**src/rtl/lasers_pkg.sv**
```systemverilog
// Shared constants and types for the laser-harp frame-buffer rectangle writer.
package lasers_pkg;

    localparam int unsigned H_RES  = 640;
    localparam int unsigned V_RES  = 480;
    localparam int unsigned IDX_W  = 5;
    localparam int unsigned ADDR_W = 19;

    typedef enum logic [1:0] {
        StIdle,
        StFill,
        StDone
    } fb_state_e;

    typedef struct packed {
        logic [9:0]       x0;
        logic [8:0]       y0;
        logic [9:0]       w;
        logic [8:0]       h;
        logic             clear;
        logic [IDX_W-1:0] color;
    } fill_cmd_t;

    // y * 640 as (y << 9) + (y << 7), so no multiplier is needed.
    function automatic logic [ADDR_W-1:0] row_base_of(input logic [8:0] y);
        return (ADDR_W'(y) << 9) + (ADDR_W'(y) << 7);
    endfunction

endpackage

```
**src/rtl/lasers_fb_addr_gen.sv**
```systemverilog
// Raster-order x/y walker for a clipped rectangle; yields the current pixel
// address incrementally and flags the final pixel.
module lasers_fb_addr_gen
    import lasers_pkg::*;
(
    input  logic              i_clk,
    input  logic              i_rst_n,
    input  logic              i_load,
    input  logic              i_step,
    input  logic [9:0]        i_x0,
    input  logic [8:0]        i_y0,
    input  logic [10:0]       i_x_end,
    input  logic [9:0]        i_y_end,
    output logic [ADDR_W-1:0] o_addr,
    output logic              o_last
);

    logic [9:0]        r_x;
    logic [9:0]        r_x0;
    logic [8:0]        r_y;
    logic [10:0]       r_x_end;
    logic [9:0]        r_y_end;
    logic [ADDR_W-1:0] r_row_base;

    logic w_row_end;
    logic w_col_end;

    // Bounds are exclusive; compare against pos+1 to avoid underflow on end-1.
    assign w_row_end = ({1'b0, r_x} + 11'd1) == r_x_end;
    assign w_col_end = ({1'b0, r_y} + 10'd1) == r_y_end;

    always_ff @(posedge i_clk) begin
        if (!i_rst_n) begin
            r_x        <= '0;
            r_x0       <= '0;
            r_y        <= '0;
            r_x_end    <= '0;
            r_y_end    <= '0;
            r_row_base <= '0;
        end else if (i_load) begin
            r_x        <= i_x0;
            r_x0       <= i_x0;
            r_y        <= i_y0;
            r_x_end    <= i_x_end;
            r_y_end    <= i_y_end;
            r_row_base <= row_base_of(i_y0);
        end else if (i_step) begin
            if (w_row_end) begin
                r_x        <= r_x0;
                r_y        <= r_y + 9'd1;
                r_row_base <= r_row_base + ADDR_W'(H_RES);
            end else begin
                r_x <= r_x + 10'd1;
            end
        end
    end

    assign o_addr = r_row_base + ADDR_W'(r_x);
    assign o_last = w_row_end && w_col_end;

endmodule

```
**src/rtl/lasers_fb_writer.sv**
```systemverilog
// Fills clipped rectangles of one palette index into the 640x480 indexed
// frame buffer, one pixel per clock, driving the RAM write port.
module lasers_fb_writer
    import lasers_pkg::*;
(
    input  logic              vga_clk,
    input  logic              reset_n,
    input  logic              cmd_valid,
    output logic              cmd_ready,
    input  logic [9:0]        cmd_x0,
    input  logic [8:0]        cmd_y0,
    input  logic [9:0]        cmd_w,
    input  logic [8:0]        cmd_h,
    input  logic              cmd_clear,
    input  logic [IDX_W-1:0]  cmd_color,
    output logic              we,
    output logic [ADDR_W-1:0] waddr,
    output logic [IDX_W-1:0]  wdata,
    output logic              busy,
    output logic              done
);

    fb_state_e         r_state;
    fb_state_e         w_state_next;
    fill_cmd_t         w_cmd;

    logic              w_accept;
    logic              w_empty;
    logic              w_last;
    logic [10:0]       w_x_sum;
    logic [9:0]        w_y_sum;
    logic [9:0]        w_x_start;
    logic [8:0]        w_y_start;
    logic [10:0]       w_x_end;
    logic [9:0]        w_y_end;
    logic [ADDR_W-1:0] w_addr;

    logic              r_we;
    logic [ADDR_W-1:0] r_waddr;
    logic [IDX_W-1:0]  r_wdata;
    logic              r_done;
    logic              w_we_d;
    logic [ADDR_W-1:0] w_waddr_d;
    logic [IDX_W-1:0]  w_wdata_d;
    logic              w_done_d;

    assign w_cmd = '{x0: cmd_x0, y0: cmd_y0, w: cmd_w, h: cmd_h,
                     clear: cmd_clear, color: cmd_color};

    assign w_accept = cmd_valid && cmd_ready;
    assign w_x_sum  = {1'b0, w_cmd.x0} + {1'b0, w_cmd.w};
    assign w_y_sum  = {1'b0, w_cmd.y0} + {1'b0, w_cmd.h};

    always_comb begin
        w_x_start = w_cmd.x0;
        w_y_start = w_cmd.y0;
        w_x_end   = (w_x_sum > 11'(H_RES)) ? 11'(H_RES) : w_x_sum;
        w_y_end   = (w_y_sum > 10'(V_RES)) ? 10'(V_RES) : w_y_sum;
        w_empty   = (w_cmd.w == '0) || (w_cmd.h == '0) ||
                    (w_cmd.x0 >= 10'(H_RES)) || (w_cmd.y0 >= 9'(V_RES));
        if (w_cmd.clear) begin
            w_x_start = '0;
            w_y_start = '0;
            w_x_end   = 11'(H_RES);
            w_y_end   = 10'(V_RES);
            w_empty   = 1'b0;
        end
    end

    lasers_fb_addr_gen u_addr_gen (
        .i_clk   (vga_clk),
        .i_rst_n (reset_n),
        .i_load  (w_accept && !w_empty),
        .i_step  (r_state == StFill),
        .i_x0    (w_x_start),
        .i_y0    (w_y_start),
        .i_x_end (w_x_end),
        .i_y_end (w_y_end),
        .o_addr  (w_addr),
        .o_last  (w_last)
    );

    always_ff @(posedge vga_clk) begin
        if (!reset_n) begin
            r_state <= StIdle;
        end else begin
            r_state <= w_state_next;
        end
    end

    always_comb begin
        w_state_next = r_state;
        unique case (r_state)
            StIdle: if (w_accept) w_state_next = w_empty ? StDone : StFill;
            StFill: if (w_last) w_state_next = StDone;
            StDone: w_state_next = StIdle;
            default: w_state_next = StIdle;
        endcase
    end

    always_comb begin
        w_we_d    = 1'b0;
        w_waddr_d = r_waddr;
        w_wdata_d = r_wdata;
        w_done_d  = (r_state == StDone);
        if (r_state == StIdle && w_accept) begin
            w_wdata_d = w_cmd.color;
        end
        if (r_state == StFill) begin
            w_we_d    = 1'b1;
            w_waddr_d = w_addr;
        end
    end

    always_ff @(posedge vga_clk) begin
        if (!reset_n) begin
            r_we    <= 1'b0;
            r_waddr <= '0;
            r_wdata <= '0;
            r_done  <= 1'b0;
        end else begin
            r_we    <= w_we_d;
            r_waddr <= w_waddr_d;
            r_wdata <= w_wdata_d;
            r_done  <= w_done_d;
        end
    end

    // Holding ready low during the done pulse enforces the 2-cycle command gap.
    assign cmd_ready = (r_state == StIdle) && !r_done;
    assign busy      = (r_state != StIdle);
    assign we        = r_we;
    assign waddr     = r_waddr;
    assign wdata     = r_wdata;
    assign done      = r_done;

endmodule

```
**config.mk**
```make
export PLATFORM = sky130hd
export DESIGN_NAME = lasers_fb_writer
export DESIGN_NICKNAME = d
export VERILOG_FILES = /design/src/rtl/lasers_pkg.sv /design/src/rtl/lasers_fb_addr_gen.sv /design/src/rtl/lasers_fb_writer.sv
export SDC_FILE = /design/constraint.sdc
export NUM_CORES = 1
export LEC_CHECK = 0
export CORE_ASPECT_RATIO = 0.8
export CORE_MARGIN = 4
export CORE_UTILIZATION = 45
export CTS_BUF_LIST = sky130_fd_sc_hd__clkbuf_16
export DETAILED_ROUTE_END_ITERATION = 8
export PLACE_DENSITY = 0.66
export SETUP_SLACK_MARGIN = 0.4
export SYNTH_ARGS = -nofsm -noshare
export SYNTH_HDL_FRONTEND = slang
export SYNTH_SLANG_ARGS = --single-unit
```
**constraint.sdc**
```tcl
create_clock -name vga_clk -period 3.77 [get_ports vga_clk]
set_clock_uncertainty 0.1 [all_clocks]
set_input_delay 0.5655 -clock vga_clk [delete_from_list [all_inputs] [get_ports vga_clk]]
set_output_delay 0.5655 -clock vga_clk [all_outputs]
set_load 0.03 [all_outputs]
```
==> results of run 1 <==
layout by cell type, fill, tap and decap left out, types with 12 or more instances in the layout:
cell type,synthesis,routed
buf_4,6,25
nand2_1,61,61
nand3_1,30,30
xnor2_1,31,31
ha_1,32,31
nor3_1,22,22
xor2_1,19,18
nand4_1,19,19
nor4_1,12,12
and3_1,18,18
clkdlybuf4s50_1,0,74
nor2b_1,19,18
nor2_1,51,51
dfxtp_1,90,90
o21ai_0,22,22
mux2i_1,20,20
inv_1,17,17
a211oi_1,17,17
a21oi_1,47,45
sequential cells by signal, indices dropped and copies added (netlist names):
signal	count
waddr	19
u_addr_gen.r_row_base	12
u_addr_gen.r_x_end	11
u_addr_gen.r_x0	10
u_addr_gen.r_x	10
u_addr_gen.r_y_end	10
u_addr_gen.r_y	9
wdata	5
r_state	2
done	1
we	1
area by class of cell:
| type | count | share of cell area (%) |
|---|---|---|
| well taps | 175 | 2.98 |
| clock inverters | 7 | 0.733 |
| multi-input cells | 577 | 55.1 |
| clock buffers | 9 | 3.07 |
| flip-flops and latches | 90 | 24.5 |
| repair buffers | 99 | 12.6 |
| inverters | 17 | 0.869 |
synth_stat cells, types with 4 or more instances:
cell type,number,area (µm²)
xor2_1,19,166
nand2b_1,8,50.1
inv_1,17,63.8
a21o_1,9,67.6
a211oi_1,17,128
o221a_2,4,45.0
or3_1,7,43.8
a21oi_1,47,235
buf_2,10,50.1
and4_1,6,52.6
nor2_1,51,191
nand2_1,61,229
clkbuf_1,26,97.6
mux2i_1,20,200
xnor2_1,31,272
or4_1,6,45.0
o221ai_1,9,78.8
ha_1,32,400
a311oi_1,7,61.3
buf_1,6,22.5
a31oi_1,6,37.5
a22o_1,5,43.8
nand3_1,30,150
o211ai_1,5,37.5
nor4_1,12,75.1
and3_1,18,113
nand4_1,19,119
a211o_1,4,35.0
o21ai_0,22,110
o21ai_1,6,30.0
o21a_1,5,37.5
nor2b_1,19,119
nor3_1,22,110
buf_4,6,45.0
and2_1,5,31.3
dfxtp_1,90,1800
metrics by stage:
step / setup slack, ns / setup TNS [ns] / total power, µW
2_1_floorplan: 0.793 / 0 / 1650
3_3_place_gp: 0.137 / 0 / 1880
3_5_place_dp: -0.0129 / -0.0170 / 1900
4_1_cts: 0.478 / 0 / 2750
5_1_grt: 0.401 / 0 / 2890
6_report: 0.516 / 0 / 2750
power groups by stage:
stage / Combinational (µW) / Sequential, µW / Clock, µW
after floorplan: 524 / 1130 / 0
after global placement: 742 / 1140 / 0
after detailed placement: 759 / 1140 / 0
after CTS: 765 / 1120 / 865
after global routing: 848 / 1140 / 902
final: 777 / 1130 / 849
layer usage:
metal / part of all wire, % / track usage [%] / vias up
li1: - / - / 2848
met1: 49 / 30.8 / 2728
met2: 43 / 32.0 / 200
met3: 6.6 / 4.22 / 29
met4: 1.6 / 5.60 / 0
met5: 0 / 0 / -
kinds of logic (layout without fill, tap and decap cells):
family                     count (synthesis)  count (layout)  synth area share [%]
AOI/OAI and AO/OA                        184             184                  22.0
xor gates and xnor gates                  50              50                  7.15
adders and majority gates                 35              35                  7.52
buffers and inverters                     68             132                  5.01
DFF                                       90              90                  29.4
muxes                                     22              22                  3.64
and+or+nand+nor                          286             286                  25.3
timing repair:
item                                   in CTS  in global routing
setup endpoints to repair                   5                 15
pin swaps                                   0                  1
resized for setup                           1                  8
endpoints found under the hold margin       0                  0
gates cloned                                0                  0
critical path, stage by stage:
cell             delay [ns]
clkdlybuf4s50_1        0.45
ha_1                   0.25
fa_1                   0.41
a21o_1                 0.19
a211o_1                0.33
a2111oi_2              0.31
a21oi_1                0.09
xor2_1                 0.19
a311oi_2               0.46
a22o_1                 0.20
worst min path at each step:
stage                                  to  slack [ns]
floorplan           u_addr_gen.r_x_end[1]        0.34
global placement                 waddr[9]        0.34
detailed placement               waddr[9]        0.35
CTS                              waddr[9]        0.36
global route                     waddr[9]        0.39
finish                           waddr[2]        0.36
==> results_dict.tcl, run 1 <==
set metrics [dict create \
    dieHeight_um 112 \
    core_um2 13100 \
    dp_hpwl_mm 13.1 \
    final_util_pct 56.0 \
    power.switching_uw 932 \
    cts-root-buf "clkbuf_16" \
    synth_edf_count 0 \
    cp_max_fo 5 \
    internal_power_uw 1820 \
    drt_iter0_drc 275 \
    ir_drop_v 0.000270 \
    remaining_drc_errors 0 \
    ys_types 80 \
    leakage_uw 0.00267 \
    synth_area_um2 6120 \
    clk_pin_slew_ns 0.07 \
    tightest_slew_ns 0.784 \
    post_cts_buffers 0 \
    drt_pass1_iterations 5 \
    critPathLaunchType "input pin" \
    vias 5805 \
    drv_slew 0 \
    combPwrFrac_pct 28.2 \
    synthArstFlopShare_pct 0 \
    routed_wl_mm 17.1 \
    htreeDepth 3 \
    multi_input_area_um2 4050 \
    synthFlopType "dfxtp_1" \
    port_buffers 74 \
    setup_violations 0 \
    r2r_start "u_addr_gen.r_x[0]" \
    yosysWarnings 0 \
    antenna_left 0 \
    hold_violations 0 \
    crit_arrival_ns 3.44 \
    cts_tree "yes" \
    seqPwrFrac_pct 40.9 \
    overflow 0 \
    design_area_um2 7340 \
    r2r_cells 9 \
    ys_ff_latch 90 \
    cts_buffers 9 \
    drive_above_1_share_pct 9.39 \
    cp.required_ns 3.96 \
    nNetsFinal 876 \
    std_cell_rows 37 \
    rrSetupSlack_ns 0.65 \
    grt_pass1_wl_mm 27.6 \
    ys_seq_area_share_pct 29.4 \
    die-area_um2 15500 \
    clk_latency_ns 0.35 \
    wl_per_cell_um 17.6 \
    die_w_um 138 \
    whs_ns 0.362 \
    max_freq_ghz 0.307 \
    syn_inst 735 \
    hold_class "reg -> reg" \
    placed_area_um2 7030 \
    instances_no_fill 974 \
    io_pins 75 \
    nFillCells 1227 \
    syn_avg_cell_area_um2 8.33 \
    antenna_found_initial 0 \
    rsz0062_at_grt "false" \
    slew_headroom_pct 47.7 \
    seqCellArea_um2 1800 \
    place.gp.congestion 0.901 \
    area_growth_pct 19.9 \
    grt_max_degree 47 \
    r2r-end "u_addr_gen.r_x[0]" \
    clock_power_share_pct 30.8 \
    status "completed" \
    crit_path_start "cmd_y0[0]" \
    viasPerCell 5.96 \
    n_antenna_cell 0 \
    cp-end-kind "flop" \
    clock_sinks 90 \
    power.density_nw_per_um2 375 \
    hold_depth 2 \
    critical_path_class "in -> reg" \
    grt_usage_pct 21.2 \
    dpl.cell_count 958 \
    post-route-min-period_ns 3.25 \
    cts_buffer_depth 2 \
    drv_cap 0 \
    period_share_pct 86.3 \
    endpoint "u_addr_gen.r_y_end[4]" \
    syn_nets 817 \
    start_util_pct 46.7 \
    switching_share_pct 33.9 \
    ctsHoldBuffers 0 \
    min-delay-start "waddr[2]" \
    grt_pass1_vias 5524 \
]
(Power assumes the default switching activity.)
==> run 2: changes to the inputs <==
--- a/config.mk
+++ b/config.mk
@@ -7,10 +7,11 @@
 export LEC_CHECK = 0
 export CORE_ASPECT_RATIO = 0.8
 export CORE_MARGIN = 4
-export CORE_UTILIZATION = 45
+export CORE_UTILIZATION = 25
 export CTS_BUF_LIST = sky130_fd_sc_hd__clkbuf_16
 export DETAILED_ROUTE_END_ITERATION = 8
-export PLACE_DENSITY = 0.66
+export GPL_TIMING_DRIVEN = 0
+export PLACE_DENSITY = 0.41
 export SETUP_SLACK_MARGIN = 0.4
 export SYNTH_ARGS = -nofsm -noshare
 export SYNTH_HDL_FRONTEND = slang
==> constraint.sdc (replaced) <==
create_clock -name vga_clk -period 4.1 [get_ports vga_clk]
set_clock_uncertainty 0.1 [all_clocks]
set_input_delay 0.615 -clock vga_clk [delete_from_list [all_inputs] [get_ports vga_clk]]
set_output_delay 0.615 -clock vga_clk [all_outputs]
set_load 0.03 [all_outputs]
==> results_dict.tcl, run 2 (synthesis results as in run 1) <==
set metrics [dict create \
    die-area_um2 27100 \
    hold_violations 0 \
    cts-root-buf "clkbuf_16" \
    cpMostUsedCell "nor2b_1" \
    place.gp.congestion 0.816 \
    io_pins 75 \
    pre_cts_ws_ns -0.0254 \
    routed_wl_mm 20.9 \
    cp-end-kind "flop" \
    tightest_slew_ns 0.754 \
    port_buffers 74 \
    grt_pass1_wl_mm 32.4 \
    dieHeight_um 148 \
    clock_sinks 90 \
    dpl.cell_count 1121 \
    antenna_found_initial 0 \
    path_cells "clkdlybuf4s50_1 > clkbuf_2 > nor2b_1 > ha_1 > inv_1 > fa_1 > nor2b_1 > o21ai_0 > a21oi_1 > nor2b_1 > or4_1 > nand3_1 > and4_1" \
    viasPerCell 5.03 \
    min-delay-start "waddr[5]" \
    area_growth_pct 23.8 \
    cpMaxStageDelayCell "clkdlybuf4s50_1" \
    combPwrFrac_pct 30.2 \
    r2r_cells 11 \
    cp_max_fo 10 \
    post-route-min-period_ns 3.54 \
    r2r_start "u_addr_gen.r_x[1]" \
    overflow 0 \
    hold_class "reg -> reg" \
    critical_path.top_delay_family "simple AND/OR/NAND/NOR gates" \
    seqPwrFrac_pct 38.3 \
    remaining_drc_errors 0 \
    drt_pass1_iterations 4 \
    dp_hpwl_mm 16.2 \
    layout_common_cells "dfxtp_1, clkdlybuf4s50_1, nand2_1, nor2_1, a21oi_1" \
    crit_buf_inv 3 \
    power.switching_uw 884 \
    grt_max_degree 14 \
    largest_register_ffs 19 \
    crit_path_max_incr_delay_ns 0.52 \
    std_cell_rows 50 \
    slew_headroom_pct 49.3 \
    wl_per_cell_um 18.3 \
    drive_above_1_share_pct 7.86 \
    critical_path_class "in -> reg" \
    start_util_pct 25.7 \
    period_share_pct 86.4 \
    clock_power_share_pct 31.5 \
    status "completed" \
    r2r-end "u_addr_gen.r_y[3]" \
    internal_power_uw 1720 \
    core_um2 23800 \
    drt_iter0_drc 416 \
    htreeDepth 3 \
    cts_tree "yes" \
    hold_depth 2 \
    nNetsFinal 904 \
    setup_violations 0 \
    power.density_nw_per_um2 344 \
    max_freq_ghz 0.282 \
    clk_pin_slew_ns 0.06 \
    ir_drop_v 0.000211 \
    cp.required_ns 4.29 \
    rsz0062_at_grt "false" \
    whs_endpoint "waddr[5]" \
    critPathLaunchType "input pin" \
    grt_usage_pct 15.3 \
    antenna_left 0 \
    crit_arrival_ns 3.73 \
    rrSetupSlack_ns 0.95 \
    grt_pass1_vias 5387 \
    drv_cap 0 \
    worst_slack_ns 0.558 \
    leakage_uw 0.00271 \
    cts_buffers 9 \
    final_common_cell "dfxtp_1" \
    vias 5725 \
    instances_no_fill 1139 \
    clk_latency_ns 0.35 \
    n_antenna_cell 0 \
    drv_slew 0 \
    cts_buffer_depth 2 \
    switching_share_pct 33.9 \
    die_w_um 183 \
]
==> run 2: changes by cell type in the layout (fill, tap and decap cells not counted), moves of 3 or more <==
cell      previous run  this run
clkbuf_1             0        25
buf_2                0        10
buf_4               25         8
inv_1               17        20
buf_1                0         6
==> run 2: power by group through the flow <==
stage	clock [µW]	sequential [µW]	combinational (µW)
after floorplan	0	1040	482
after global placement	0	1020	781
after detailed placement	0	1020	774
after CTS	843	998	778
after global routing	869	1010	858
final	820	999	785
==> run 2: what timing repair did <==
action | 4_1_cts | 5_1_grt
hold buffers | 0 | 0
resized for setup | 2 | 5
setup endpoints to repair | 2 | 14
pin swaps | 0 | 1
setup buffers | 0 | 2
==> run 2: worst max-delay path by stage <==
stage | slack, ns | from | end | cells past startpoint
5_1_grt | 0.42 | cmd_clear | u_addr_gen.r_row_base[16] | 12
4_1_cts | 0.44 | cmd_y0[0] | u_addr_gen.r_y_end[3] | 10
6_report | 0.56 | cmd_clear | u_addr_gen.r_row_base[17] | 13
2_1_floorplan | 1.07 | cmd_y0[0] | u_addr_gen.r_y_end[0] | 9
3_3_place_gp | -0.06 | cmd_h[3] | u_addr_gen.r_x[1] | 9
3_5_place_dp | -0.03 | cmd_h[3] | u_addr_gen.r_x[1] | 9
==> run 2: metal layers <==
layer  wire (µm)  part of all wire [%]  global-route usage [%]  vias to the layer above
met5           0                     0                       0                        -
met4         278                   1.3                    4.02                        0
met3         851                   4.1                    2.56                       21
met2        7960                    38                    20.5                      112
met1       11800                    56                    24.7                     2660
li1            -                     -                       -                     2932
==> run 2: area by class of cell <==
class                      instances  area [µm²]
sequential                        90        1800
multi-input combinational        577        4040
tap                              312         390
clock inverter                     7        53.8
inverter                          17        63.8
timing repair buffer              76         756
fill                            2576       16200
clock buffer                       9         225
buffer                            51         244
==> run 2: per-stage QoR <==
stage / hold slack (ns) / utilization, % / total power [µW] / area (µm²) / setup TNS (ns)
2_1_floorplan: 0.338 / - / 1520 / 6120 / 0
3_3_place_gp: 0.347 / 30.5 / 1800 / 7250 / -0.102
3_5_place_dp: 0.348 / 30.5 / 1790 / 7250 / -0.0254
4_1_cts: 0.357 / 31.7 / 2620 / 7540 / 0
5_1_grt: 0.367 / 31.9 / 2730 / 7570 / 0
6_report: 0.354 / 31.9 / 2600 / 7570 / 0
==> run 2: worst register-to-register path, delay by kind of cell, from the launching register on <==
family	cells	cell delay, ns
AND/OR/NAND/NOR	4	0.85
AO/OA/AOI/OAI	2	0.52
multiplexers	1	0.25
adder cells (fa/ha/maj)	1	0.21
buffers and inverters	3	0.70
flip-flops	1	0.38
